===== src/rtl/tx_frame_scheduler_if.sv =====
// Word-level link between the receiver, the frame scheduler and the BPSK modulator.
// The receiver side pushes words in; the scheduler drives the modulator side.
interface tx_frame_scheduler_if #(
    parameter int DATA_WIDTH = 8
);
    logic                  rx_done;
    logic [DATA_WIDTH:0]   rx_data;
    logic                  mod_en;
    logic [DATA_WIDTH:0]   mod_data;

    modport master (
        output rx_done,
        output rx_data,
        input  mod_en,
        input  mod_data
    );

    modport slave (
        input  rx_done,
        input  rx_data,
        output mod_en,
        output mod_data
    );
endinterface


===== src/rtl/tx_frame_scheduler.sv =====
// Queues received words in a small FIFO and plays them to the modulator one
// frame at a time: LOAD, a fixed mod_en window, then an optional idle gap.
module tx_frame_scheduler #(
    parameter int DATA_WIDTH   = 8,
    parameter int FIFO_AW      = 2,
    parameter int FRAME_CYCLES = 64,
    parameter int GAP_CYCLES   = 4
) (
    input  logic                   clk,
    input  logic                   arst,
    tx_frame_scheduler_if.slave    bus,
    input  logic                   tx_enable,
    input  logic                   ovf_clr,
    output logic                   busy,
    output logic [FIFO_AW:0]       fifo_level,
    output logic                   overflow,
    output logic [15:0]            frames_sent
);
    localparam int W       = DATA_WIDTH + 1;
    localparam int DEPTH   = 1 << FIFO_AW;
    localparam int PTR_W   = (FIFO_AW > 0) ? FIFO_AW : 1;
    localparam int LVL_W   = FIFO_AW + 1;
    localparam int CNT_MAX = (FRAME_CYCLES > GAP_CYCLES) ? FRAME_CYCLES : GAP_CYCLES;
    localparam int CNT_W   = $clog2(CNT_MAX + 1);

    localparam logic [CNT_W-1:0] FRAME_LOAD = CNT_W'(FRAME_CYCLES - 1);
    localparam logic [CNT_W-1:0] GAP_LOAD   = CNT_W'((GAP_CYCLES > 0) ? GAP_CYCLES - 1 : 0);
    localparam logic [PTR_W-1:0] PTR_LAST   = PTR_W'(DEPTH - 1);
    localparam logic [LVL_W-1:0] LVL_FULL   = LVL_W'(DEPTH);

    typedef enum logic [1:0] {
        ST_IDLE,
        ST_LOAD,
        ST_SEND,
        ST_GAP
    } state_t;

    state_t             state_q, state_d;
    logic [CNT_W-1:0]   cnt_q, cnt_d;

    logic [W-1:0]       mem [DEPTH];
    logic [PTR_W-1:0]   wr_ptr_q, rd_ptr_q;
    logic [LVL_W-1:0]   level_q;
    logic [W-1:0]       mod_data_q;
    logic               overflow_q;
    logic [15:0]        frames_cnt_q;

    logic               full, pop, push, drop, frame_done;

    // A pop frees the slot the simultaneous push lands in, so a full FIFO
    // still accepts a word in the cycle the scheduler takes the head.
    assign full = (level_q == LVL_FULL);
    assign push = bus.rx_done && (!full || pop);
    assign drop = bus.rx_done && full && !pop;

    // NOTE: every signal gets a default before the case so no path leaves it
    // unassigned; a missing default here would infer a latch.
    always_comb begin
        state_d    = state_q;
        cnt_d      = cnt_q;
        pop        = 1'b0;
        frame_done = 1'b0;
        unique case (state_q)
            ST_IDLE: begin
                if (level_q != '0 && tx_enable) begin
                    pop     = 1'b1;
                    state_d = ST_LOAD;
                end
            end
            ST_LOAD: begin
                cnt_d   = FRAME_LOAD;
                state_d = ST_SEND;
            end
            ST_SEND: begin
                if (cnt_q == '0) begin
                    frame_done = 1'b1;
                    if (GAP_CYCLES > 0) begin
                        cnt_d   = GAP_LOAD;
                        state_d = ST_GAP;
                    end else begin
                        state_d = ST_IDLE;
                    end
                end else begin
                    cnt_d = cnt_q - 1'b1;
                end
            end
            ST_GAP: begin
                if (cnt_q == '0) begin
                    state_d = ST_IDLE;
                end else begin
                    cnt_d = cnt_q - 1'b1;
                end
            end
            default: state_d = ST_IDLE;
        endcase
    end

    // NOTE: state registers use non-blocking assignments so every flop samples
    // the pre-edge values regardless of block ordering.
    always_ff @(posedge clk) begin
        if (arst) begin
            state_q <= ST_IDLE;
            cnt_q   <= '0;
        end else begin
            state_q <= state_d;
            cnt_q   <= cnt_d;
        end
    end

    always_ff @(posedge clk) begin
        if (arst) begin
            wr_ptr_q <= '0;
            rd_ptr_q <= '0;
            level_q  <= '0;
        end else begin
            if (push) begin
                wr_ptr_q <= (wr_ptr_q == PTR_LAST) ? '0 : wr_ptr_q + 1'b1;
            end
            if (pop) begin
                rd_ptr_q <= (rd_ptr_q == PTR_LAST) ? '0 : rd_ptr_q + 1'b1;
            end
            unique case ({push, pop})
                2'b10:   level_q <= level_q + 1'b1;
                2'b01:   level_q <= level_q - 1'b1;
                default: level_q <= level_q;
            endcase
        end
    end

    // NOTE: the storage array has no reset; emptiness is tracked by the
    // pointers and level, so stale contents are never observed.
    always_ff @(posedge clk) begin
        if (push) begin
            mem[wr_ptr_q] <= bus.rx_data;
        end
    end

    always_ff @(posedge clk) begin
        if (arst) begin
            mod_data_q   <= '0;
            overflow_q   <= 1'b0;
            frames_cnt_q <= '0;
        end else begin
            if (pop) begin
                mod_data_q <= mem[rd_ptr_q];
            end
            // A drop in the same cycle as a clear keeps the flag set.
            if (drop) begin
                overflow_q <= 1'b1;
            end else if (ovf_clr) begin
                overflow_q <= 1'b0;
            end
            if (frame_done) begin
                frames_cnt_q <= frames_cnt_q + 1'b1;
            end
        end
    end

    assign bus.mod_en   = (state_q == ST_SEND);
    assign bus.mod_data = mod_data_q;
    assign busy         = (state_q != ST_IDLE);
    assign fifo_level   = level_q;
    assign overflow     = overflow_q;
    assign frames_sent  = frames_cnt_q;
endmodule

===== src/flat_wrapper.sv =====
// flat-port wrapper written by rule: the top's interface ports become plain ports
module tx_frame_scheduler_flat 
#(
    parameter int DATA_WIDTH   = 8,
    parameter int FIFO_AW      = 2,
    parameter int FRAME_CYCLES = 64,
    parameter int GAP_CYCLES   = 4
)
  (clk, arst, tx_enable, ovf_clr, busy, fifo_level, overflow, frames_sent, bus_rx_done, bus_rx_data, bus_mod_en, bus_mod_data);
  tx_frame_scheduler_if #(.DATA_WIDTH(DATA_WIDTH)) bus_i ();
  input  logic clk;
  input  logic arst;
  input  logic tx_enable;
  input  logic ovf_clr;
  output logic busy;
  output logic [FIFO_AW:0] fifo_level;
  output logic overflow;
  output logic [15:0] frames_sent;
  input wire logic [$bits(bus_i.rx_done)-1:0] bus_rx_done;
  input wire logic [$bits(bus_i.rx_data)-1:0] bus_rx_data;
  output wire logic [$bits(bus_i.mod_en)-1:0] bus_mod_en;
  output wire logic [$bits(bus_i.mod_data)-1:0] bus_mod_data;
  assign bus_i.rx_done = bus_rx_done;
  assign bus_i.rx_data = bus_rx_data;
  assign bus_mod_en = bus_i.mod_en;
  assign bus_mod_data = bus_i.mod_data;
  tx_frame_scheduler #(.DATA_WIDTH(DATA_WIDTH), .FIFO_AW(FIFO_AW), .FRAME_CYCLES(FRAME_CYCLES), .GAP_CYCLES(GAP_CYCLES)) u_core (.clk(clk), .arst(arst), .bus(bus_i), .tx_enable(tx_enable), .ovf_clr(ovf_clr), .busy(busy), .fifo_level(fifo_level), .overflow(overflow), .frames_sent(frames_sent));
endmodule

===== config.mk =====
export PLATFORM = sky130hd
export DESIGN_NAME = tx_frame_scheduler_flat
export DESIGN_NICKNAME = d
export VERILOG_FILES = /design/src/rtl/tx_frame_scheduler_if.sv /design/src/rtl/tx_frame_scheduler.sv /design/src/flat_wrapper.sv
export SDC_FILE = /design/constraint.sdc
export NUM_CORES = 1
export LEC_CHECK = 0
export BUFFER_PORTS_ARGS = -buffer_cell sky130_fd_sc_hd__buf_4
export CORE_UTILIZATION = 61
export DETAILED_ROUTE_END_ITERATION = 6
export PLACE_DENSITY = 0.89
export SLEW_MARGIN = 20
export SYNTH_ARGS = -nofsm -noshare
export SYNTH_HDL_FRONTEND = slang
export SYNTH_SLANG_ARGS = --single-unit

===== constraint.sdc =====
create_clock -name clk -period 4.44 [get_ports clk]
set_input_delay 0.222 -clock clk [delete_from_list [all_inputs] [get_ports clk]]
set_output_delay 0.222 -clock clk [all_outputs]
set_load 0.05 [all_outputs]

==> results of run 1 <==
## cell usage in the layout (no fill, tap or decap), drive strengths merged, types with 3 or more instances in the layout
master     n
a211oi     3
dfxtp     42
edfxtp    36
nor3       3
mux2i      3
o21ai      6
a21oi     25
nor4       3
nand3      5
o31ai      8
inv       16
mux4       9
nand2     29
or4        8
clkbuf    10
xor2       5
or3        5
nor2b      3
nor2      26
a31oi      7
nand2b     5
ha        12
and2       4
clkinvlp   4
nand4      7
buf       45
## power groups by stage
stage	Clock, µW	Combinational (µW)	Sequential [µW]
2_1_floorplan	0	529	1050
3_3_place_gp	0	771	972
3_5_place_dp	0	795	982
4_1_cts	496	798	966
5_1_grt	529	875	982
6_report	486	798	965
## stage by stage
stage	util [%]	setup WS (ns)
after floorplan	-	2.010
after global placement	72.15	2.303
after detailed placement	72.15	2.175
after CTS	75.62	2.167
after global routing	75.62	1.899
final	75.62	2.168
## per-layer routing
metal / vias to the layer above / track usage [%] / wire length (µm)
met5: - / 0 / 0
met4: 0 / 10.94 / 79
met3: 8 / 7.500 / 355
met2: 69 / 38.48 / 3349
met1: 1183 / 28.86 / 2729
li1: 1206 / - / -
## final cells by class
cell class	count	share of cell area, %
clock buffer	10	3.454
multi-input combinational	199	35.20
tap	70	2.198
clock inverter	6	1.130
inverter	14	1.319
timing repair buffer	45	8.477
sequential	78	48.23
## sequential cells by signal (all words and copies together) (netlist names)
name / count
u_core.bus.mod_data: 9
u_core.cnt_q: 7
u_core.fifo_level: 3
u_core.frames_sent: 16
u_core.mem: 36
u_core.overflow: 1
u_core.rd_ptr_q: 2
u_core.state_q: 2
u_core.wr_ptr_q: 2
## worst paths after layout
kind / slack [ns] / cells after the start / startpoint / endpoint
worst max-delay path: 2.17 / 6 / u_core.cnt_q[0]$_SDFFE_PP0P_ / u_core.frames_sent[14]$_SDFFE_PP0P_
worst min register to register: 0.46 / 2 / u_core.bus.mod_data[7]$_SDFFE_PP0N_ / u_core.bus.mod_data[7]$_SDFFE_PP0N_
worst min-delay path: 0.06 / 1 / bus_rx_data[7] / u_core.mem[2][7]$_DFFE_PP_
worst max register to register: 2.17 / 6 / u_core.cnt_q[0]$_SDFFE_PP0P_ / u_core.frames_sent[14]$_SDFFE_PP0P_
## cell families after synthesis
group / synth area share [%]
AND/OR/NAND/NOR: 16.05
multiplexers: 7.423
adder cells (fa/ha/maj): 4.949
XOR/XNOR: 1.783
flip-flops: 55.90
AO/OA/AOI/OAI: 10.59
buffers and inverters: 3.311
## worst register-to-register path, cell delays in order (launching register included)
cell	delay, ns
dfxtp_1	0.33
inv_1	0.09
ha_1	0.16
nor2b_1	0.55
nand3_1	0.38
or4_1	0.55
a21oi_1	0.15
==> qor.csv, run 1 <==
stage,metric,value,unit
synth,syn_inst,305,
synth,yosys-top-cells-count,"42 x dfxtp_1, 36 x edfxtp_1, 29 x nand2_1",
worst_setup_path,crit_chain,"inv_1, ha_1, nor2b_1, nand3_1, or4_1, a21oi_1",
synth,synth_ff_type,dfxtp_1,
place,hpwl,4530,µm
place,io_buffer_count,44,
power_and_ir_drop,leakage,0.001455,µW
power_and_ir_drop,power.internal,1374,µW
floorplanning,die_h,77.08,µm
drt,dr.pass1.iters,6,
worst_setup_path,cp.arrival,2.55,ns
grt,grt_pass1_vias,2302,
power_and_ir_drop,combPwrFrac,35.5,%
worst_setup_path,worstSetupStartpointType,flop,
cells_and_area,nNetsFinal,374,
grt,antenna_found_initial,0,
power_and_ir_drop,sw_frac_of_total,38.90,%
power_and_ir_drop,seq_power_share,42.9,%
worst_setup_path,cp-end-kind,flop,
clocking,cts_max_level,3,
clocking,ctsHoldBuffers,0,
synth,synth_edf_count,36,
synth,yosysSeqAreaShare,55.90,%
cells_and_area,register_area,1922,µm²
drt,wire_per_inst,15.44,µm
power_and_ir_drop,power_density,564.3,nW/µm²
clocking,ctsResizeCount,0,
drt,vias,2466,
place,place_area,3802,µm²
clocking,cts_made_buffers,9,
timing,final-max-slew-violation-count,0,
min_path,worstHoldPathType,input port to flop,
worst_setup_path,worstSetupPathType,flop to flop,
clocking,cts_root_buf,clkbuf_8,
power_and_ir_drop,ir_drop,0.3381,mV
clocking,cts_setup_buffers,0,
timing,finalSetupViolCount,0,
cells_and_area,drive_gt1_share,21.59,%
synth,syn_area,3438,µm²
drt,route.detailed.drc,0,
timing,holdWs,0.06098,ns
synth,yosysTopAreaCellShare,31.44,%
synth,synth_seq_cells,78,
drt,viasPerCell,5.844,
synth,synth_top_cell_by_area,edfxtp_1,
timing,finalSetupTns,0,ns
synth,synth_warnings,0,
status,run_status,completed,
grt,grt_max_degree,49,
worst_setup_path,cp_slowest_stage_delay,0.55,ns
clocking,clock_latency,0.35,ns
timing,fin_crit_sh,51.16,%
cells_and_area,fin_cells,422,
synth,synthDistinctLibCells,45,
run,drv_cap,0,
cells_and_area,area_delta_synth_final,15.90,%
place,routabilityCongestion,0.8368,
worst_setup_path,cp_top_family,simple AND/OR/NAND/NOR gates,
worst_setup_path,worst-path-buf-inv,1,
floorplanning,start_util,65.24,%
worst_setup_path,cp.required,4.72,ns
grt,grt_pass1_wl,10640,µm
grt,grtUsageTotal,23.72,%
floorplanning,ios,45,
floorplanning,die_x,77.08,µm
drt,drt-total-wl,6514,µm
timing,finalClockSkew,0.007805,ns
timing,worst_pin_slew,0.7089,ns
power_and_ir_drop,p_switching,874.8,µW
timing,max_freq,440.2,MHz
floorplanning,core_area,5270,µm²
synth,synth.most_common_cell,dfxtp_1,
cells_and_area,nFillCells,342,
worst_setup_path,critPathSlowestCell,nor2b_1,
cells_and_area,n_antenna_cell,0,
power_and_ir_drop,power.total,2249,µW
place,placedCellCount,406,
clocking,clkSinkCount,78,
synth,avgSynthCellArea,11.27,µm²
timing,rsz0062_at_grt,no,
synth,postSynth.asyncResetShare,0,%
drt,drt_iter0_drc,168,
synth,synth_area_leaders,"edfxtp_1 31%, dfxtp_1 24%, mux4_2 5.9%, ha_1 4.4%, a21oi_1 3.6%",
clocking,clockBufferDepth,2,
cells_and_area,design_area,3985,µm²
synth,postSynthNetCount,332,
clocking,cts_tree,yes,
clocking,path_clk_slew,0.08,ns
floorplanning,dieArea,5941,µm²
power_and_ir_drop,clkPwrFrac,21.6,%
timing,min_period,2.272,ns
timing,finalHoldViolCount,0,
cells_and_area,multiInputGateArea,1403,µm²
grt,grt.overflow.total,0,
floorplanning,rows,26,
drt,ant_nets,0,
timing,maxSlewHeadroom,52.68,%
worst_setup_path,critPathMaxFanout,11,
Note: power is estimated with default switching activity, not from simulation.
==> run 2: changes to the inputs <==
--- a/config.mk
+++ b/config.mk
@@ -6,9 +6,9 @@
 export NUM_CORES = 1
 export LEC_CHECK = 0
 export BUFFER_PORTS_ARGS = -buffer_cell sky130_fd_sc_hd__buf_4
-export CORE_UTILIZATION = 61
+export CORE_UTILIZATION = 57
 export DETAILED_ROUTE_END_ITERATION = 6
-export PLACE_DENSITY = 0.89
+export PLACE_DENSITY = 0.84
 export SLEW_MARGIN = 20
 export SYNTH_ARGS = -nofsm -noshare
 export SYNTH_HDL_FRONTEND = slang
==> constraint.sdc (replaced) <==
create_clock -name clk -period 2.29 [get_ports clk]
set_input_delay 0.1145 -clock clk [delete_from_list [all_inputs] [get_ports clk]]
set_output_delay 0.1145 -clock clk [all_outputs]
set_load 0.05 [all_outputs]
==> run 2 against run 1 <==
Global-route usage shrank 1.4 points. Routed wire length is 1.4% higher. Worst setup slack got worse by 2.0 ns. Via count increased by 3.4%. Largest power group unchanged. Core utilization fell by 2.6 points. Total power rose by 100%. Sequential power increased by 89%. Flip-flop and latch count unchanged. Final area rose by 4.0%. Critical path type unchanged. Critical path depth is 2 lower. Non-clock buffer count is 15 higher. Die area is 6.8% higher. Highest routed layer unchanged.
==> qor.csv, run 2 (synthesis gave the netlist of run 1 again) <==
stage,metric,value,unit
place,routabilityCongestion,0.8342,
worst_setup_path,critPathSlowestCell,or4_4,
cells_and_area,multiInputGateArea,1418,µm²
floorplanning,start_util,60.58,%
run,drv_cap,0,
floorplanning,rows,27,
drt,vias,2551,
clocking,cts_tree,yes,
clocking,clock_latency,0.36,ns
clocking,cts_max_level,3,
place,hpwl,4456,µm
floorplanning,core_area,5675,µm²
place,placedCellCount,414,
clocking,cts_root_buf,clkbuf_8,
power_and_ir_drop,ir_drop,0.6319,mV
cells_and_area,largest_register_ffs,36,
cells_and_area,drive_gt1_share,22.89,%
cells_and_area,nFillCells,399,
power_and_ir_drop,leakage,0.001534,µW
worst_setup_path,cp-end-kind,flop,
drt,wire_per_inst,15.04,µm
timing,worst_pin_slew,0.4979,ns
grt,antenna_found_initial,0,
cells_and_area,fin_cells,439,
worst_setup_path,worst-path-buf-inv,0,
timing,finalSetupTns,0,ns
floorplanning,die_x,79.67,µm
cells_and_area,area_delta_synth_final,20.52,%
power_and_ir_drop,power_density,1092,nW/µm²
cells_and_area,nNetsFinal,389,
power_and_ir_drop,power.total,4524,µW
floorplanning,die_h,79.67,µm
worst_setup_path,cp_top_family,simple AND/OR/NAND/NOR gates,
timing,setup_slack,0.1334,ns
clocking,path_clk_slew,0.09,ns
place,pre_cts_ws,0.1607,ns
drt,ant_nets,0,
place,place_area,3862,µm²
cells_and_area,final_cell_mix,"51 x buf_4, 42 x dfxtp_1, 36 x edfxtp_1, 29 x nand2_1, 26 x nor2_1",
grt,grt_max_degree,49,
drt,drt-total-wl,6602,µm
grt,grt.overflow.total,0,
worst_setup_path,crit_chain,"or4_4, or3_1, or4_1, a21oi_1",
min_path,worstHoldPathType,input port to flop,
worst_setup_path,worstSetupStartpointType,flop,
worst_setup_path,cp.required,2.57,ns
floorplanning,ios,45,
drt,route.detailed.drc,0,
worst_setup_path,critPathMaxFanout,9,
status,run_status,completed,
clocking,clkSinkCount,78,
floorplanning,dieArea,6347,µm²
grt,grt_pass1_wl,10600,µm
timing,final-max-slew-violation-count,0,
timing,maxSlewHeadroom,66.76,%
clocking,cts_setup_buffers,0,
timing,finalHoldViolCount,0,
timing,fin_crit_sh,94.18,%
worst_setup_path,worstSetupPathType,flop to flop,
worst_setup_path,cp_slowest_stage_delay,0.58,ns
cells_and_area,regMostFlops,u_core.mem,
cells_and_area,final_common_cell,buf_4,
place,io_buffer_count,44,
timing,finalSetupViolCount,0,
clocking,clockBufferDepth,2,
timing,max_freq,463.7,MHz
worst_setup_path,cp.arrival,2.44,ns
cells_and_area,n_antenna_cell,0,
clocking,cts_made_buffers,9,
drt,drt_iter0_drc,134,
grt,grtUsageTotal,22.29,%
drt,dr.pass1.iters,4,
timing,finalClockSkew,0.01160,ns
cells_and_area,design_area,4144,µm²
cells_and_area,register_area,1922,µm²
timing,min_period,2.157,ns
timing,rsz0062_at_grt,no,
drt,viasPerCell,5.811,
grt,grt_pass1_vias,2302,
-- run 2: through the flow --
stage | utilization [%] | hold WS, ns
floorplan | - | 0.2134
detailed placement | 68.06 | 0.3178
finish | 73.02 | 0.01213
global route | 73.02 | 0.01664
global placement | 68.06 | 0.3150
CTS | 72.97 | 0.002378
-- run 2: worst min-delay path: stages --
cell and delay (ns):
buf_4 0.07, nand2b_1 0.08, a21oi_1 0.06
-- run 2: area by class of cell --
class	instances	area share [%]
clock inverters	7	1.570
flip-flops and latches	78	46.38
repair buffers	60	11.41
inverters	14	1.268
well taps	72	2.174
multi-input cells	199	34.21
clock buffers	9	2.989
-- run 2: what timing repair did --
action                                 in CTS  in global routing
endpoints found under the hold margin      36                  0
resized for setup                           0                  1
setup endpoints to repair                   0                  1
hold buffers                                9                  0
-- run 2: routing by layer --
| layer | share of wire (%) | vias up | global-route usage [%] |
|---|---|---|---|
| li1 | - | 1242 | - |
| met1 | 42 | 1241 | 26.46 |
| met2 | 53 | 55 | 37.52 |
| met3 | 3.2 | 13 | 4.800 |
| met4 | 2.1 | 0 | 12.18 |
| met5 | 0 | - | 0 |
-- run 2: where the power goes --
part	internal, µW	leakage [µW]	switching, µW
Clock	419	0.0000943	559
Sequential	1650	0.000672	165
Combinational	672	0.000768	1050
-- run 2: final timing paths --
kind                                  startpoint                                  end  slack (ns)  cells after the start
min reg2reg  u_core.bus.mod_data[6]$_SDFFE_PP0N_  u_core.bus.mod_data[6]$_SDFFE_PP0N_        0.47                      2
max                 u_core.cnt_q[4]$_SDFFE_PP0P_  u_core.frames_sent[15]$_SDFFE_PP0P_        0.13                      4
max reg2reg         u_core.cnt_q[4]$_SDFFE_PP0P_  u_core.frames_sent[15]$_SDFFE_PP0P_        0.13                      4
min                                      ovf_clr         u_core.overflow$_SDFFE_PP0P_        0.01                      3
==> run 3: changes to the inputs <==
--- a/config.mk
+++ b/config.mk
@@ -6,9 +6,9 @@
 export NUM_CORES = 1
 export LEC_CHECK = 0
 export BUFFER_PORTS_ARGS = -buffer_cell sky130_fd_sc_hd__buf_4
-export CORE_UTILIZATION = 57
+export CORE_UTILIZATION = 40
 export DETAILED_ROUTE_END_ITERATION = 6
-export PLACE_DENSITY = 0.84
+export PLACE_DENSITY = 0.64
 export SLEW_MARGIN = 20
 export SYNTH_ARGS = -nofsm -noshare
 export SYNTH_HDL_FRONTEND = slang
==> constraint.sdc (replaced) <==
create_clock -name clk -period 2.4 [get_ports clk]
set_input_delay 0.48 -clock clk [delete_from_list [all_inputs] [get_ports clk]]
set_output_delay 0.48 -clock clk [all_outputs]
set_load 0.05 [all_outputs]
==> run 3 against run 2 <==
Register-to-register slack gained 0.13 ns. Critical path depth is the same. Clock power grew 7%. Count of clock-buffer cells in the layout is the same. Worst hold slack gained 0.30 ns. Sequential share of layout area is the same. Global-route usage shrank 5.4 points. Routed wire length grew 6.3%. Sequential power shrank 3%. Via count shrank 4.3%. Worst setup slack gained 0.13 ns. Critical endpoint unchanged.
==> qor.csv, run 3 (synthesis gave the netlist of run 1 again) <==
stage,metric,value,unit
floorplanning,rows,33,
cells_and_area,drive_gt1_share,24.31,%
cells_and_area,utilization,50.18,%
power_and_ir_drop,ir_drop,0.5887,mV
min_path,min_to,u_core.mem[0][3]$_DFFE_PP_,
timing,worst_pin_slew,0.5677,ns
timing,finalSetupTns,0,ns
floorplanning,start_util,41.64,%
clocking,cts_tree,yes,
cells_and_area,final_cell_mix,"55 x buf_4, 42 x dfxtp_1, 36 x edfxtp_1, 29 x nand2_1, 26 x nor2_1",
power_and_ir_drop,power.total,4404,µW
floorplanning,ios,45,
grt,grt_max_degree,49,
drt,ant_nets,0,
floorplanning,die_x,94.72,µm
cells_and_area,nNetsFinal,384,
floorplanning,dieArea,8971,µm²
drt,wire_per_inst,15.03,µm
clocking,ctsHoldBuffers,0,
drt,viasPerCell,5.229,
run,drv_cap,0,
grt,antenna_found_initial,0,
cells_and_area,regMostFlops,u_core.mem,
cells_and_area,largest_register_ffs,36,
grt,grtUsageTotal,16.89,%
timing,rsz0062_at_grt,no,
worst_setup_path,worstSetupStartpointType,flop,
floorplanning,die_h,94.72,µm
cells_and_area,design_area,4144,µm²
min_path,worstHoldPathType,input port to flop,
worst_setup_path,cp-end-kind,flop,
place,hpwl,4744,µm
clocking,clock_latency,0.36,ns
timing,min_period,2.137,ns
timing,max_freq,467.8,MHz
drt,vias,2442,
place,place_area,3931,µm²
worst_setup_path,reg2reg_slack,0.26,ns
worst_setup_path,reg2reg_to,u_core.frames_sent[15]$_SDFFE_PP0P_,
timing,maxSlewHeadroom,62.10,%
timing,fin_crit_sh,89.06,%
power_and_ir_drop,leakage,0.001529,µW
power_and_ir_drop,power_density,1063,nW/µm²
clocking,cts_root_buf,clkbuf_8,
place,io_buffer_count,44,
worst_setup_path,cp.arrival,2.43,ns
worst_setup_path,critPathMaxFanout,9,
clocking,cts_setup_buffers,0,
cells_and_area,area_delta_synth_final,20.52,%
cells_and_area,n_antenna_cell,0,
timing,finalClockSkew,0.01141,ns
place,routabilityCongestion,0.8105,
clocking,ctsResizeCount,0,
timing,finalHoldViolCount,0,
worst_setup_path,worstSetupPathType,flop to flop,
min_path,holdPathStages,1,
drt,route.detailed.drc,0,
worst_setup_path,timing.rr.start,u_core.cnt_q[2]$_SDFFE_PP0P_,
grt,grt_pass1_vias,2262,
floorplanning,core_area,8258,µm²
status,run_status,completed,
grt,grt_pass1_wl,11360,µm
cells_and_area,final_common_cell,buf_4,
worst_setup_path,cp.required,2.69,ns
drt,dr.pass1.iters,4,
timing,finalSetupViolCount,0,
drt,drt-total-wl,7017,µm
clocking,cts_max_level,3,
grt,grt.overflow.total,0,
clocking,clockBufferDepth,2,
min_path,min-delay-start,bus_rx_data[3],
clocking,path_clk_slew,0.09,ns
clocking,cts_made_buffers,9,
clocking,clkSinkCount,78,
timing,final-max-slew-violation-count,0,
timing,holdWs,0.3113,ns
drt,drt_iter0_drc,65,
worst_setup_path,r2r.worst_path.cells,4,
==> run 3: cell count changes in the layout (fill, tap and decap cells not counted), sizes merged <==
cell / before / now
buf: 51 / 55
dlygate4sd3: 9 / 0
bufinv: 0 / 1
clkinv: 2 / 1
==> run 3: where the power goes <==
group	switching [µW]	internal [µW]	leakage, µW
combinational	955	625	0.000752
sequential	196	1580	0.000672
clock	543	507	0.000106
==> run 3: how the worst max path moves through the flow <==
stage | start | end | slack (ns) | cells after the start
finish | u_core.cnt_q[2]$_SDFFE_PP0P_ | u_core.frames_sent[15]$_SDFFE_PP0P_ | 0.26 | 4
global route | u_core.state_q[0]$_SDFFE_PP0P_ | u_core.fifo_level[2]$_SDFFE_PP0P_ | 0.17 | 10
CTS | u_core.cnt_q[2]$_SDFFE_PP0P_ | u_core.frames_sent[15]$_SDFFE_PP0P_ | 0.26 | 4
detailed placement | u_core.cnt_q[2]$_SDFFE_PP0P_ | u_core.frames_sent[15]$_SDFFE_PP0P_ | 0.27 | 4
global placement | u_core.cnt_q[2]$_SDFFE_PP0P_ | u_core.frames_sent[15]$_SDFFE_PP0P_ | 0.30 | 4
floorplan | u_core.state_q[0]$_SDFFE_PP0P_ | u_core.frames_sent[15]$_SDFFE_PP0P_ | 0.11 | 8
==> run 3: final cells by class <==
type                            instances  area (µm²)
Tap cell                              105       131.4
Inverter                               14       52.55
Clock buffer                            9       123.9
Clock inverter                          7       88.84
Sequential cell                        78        1922
Fill cell                             758        4114
Timing Repair Buffer                   55       412.9
Multi-Input combinational cell        199        1413
==> run 3: critical path, stage by stage, from the launching register on <==
cell     delay [ns]
dfxtp_1        0.41
or4_4          0.54
or3_1          0.49
or4_1          0.50
a21oi_1        0.14
==> run 3: per-layer routing <==
metal,vias to the layer above,GRT usage [%],wire (µm)
met5,-,0,0
met4,0,6.818,101
li1,1232,-,-
met3,7,4.348,335
met1,1149,22.56,3391
met2,54,26.08,3189
==> run 3: stage by stage <==
| stage | setup slack, ns | cells |
|---|---|---|
| 3_3_place_gp | 0.3002 | 451 |
| 4_1_cts | 0.2640 | 467 |
| 2_1_floorplan | 0.1079 | 305 |
| 5_1_grt | 0.1689 | 467 |
| 6_report | 0.2625 | 467 |
| 3_5_place_dp | 0.2664 | 451 |
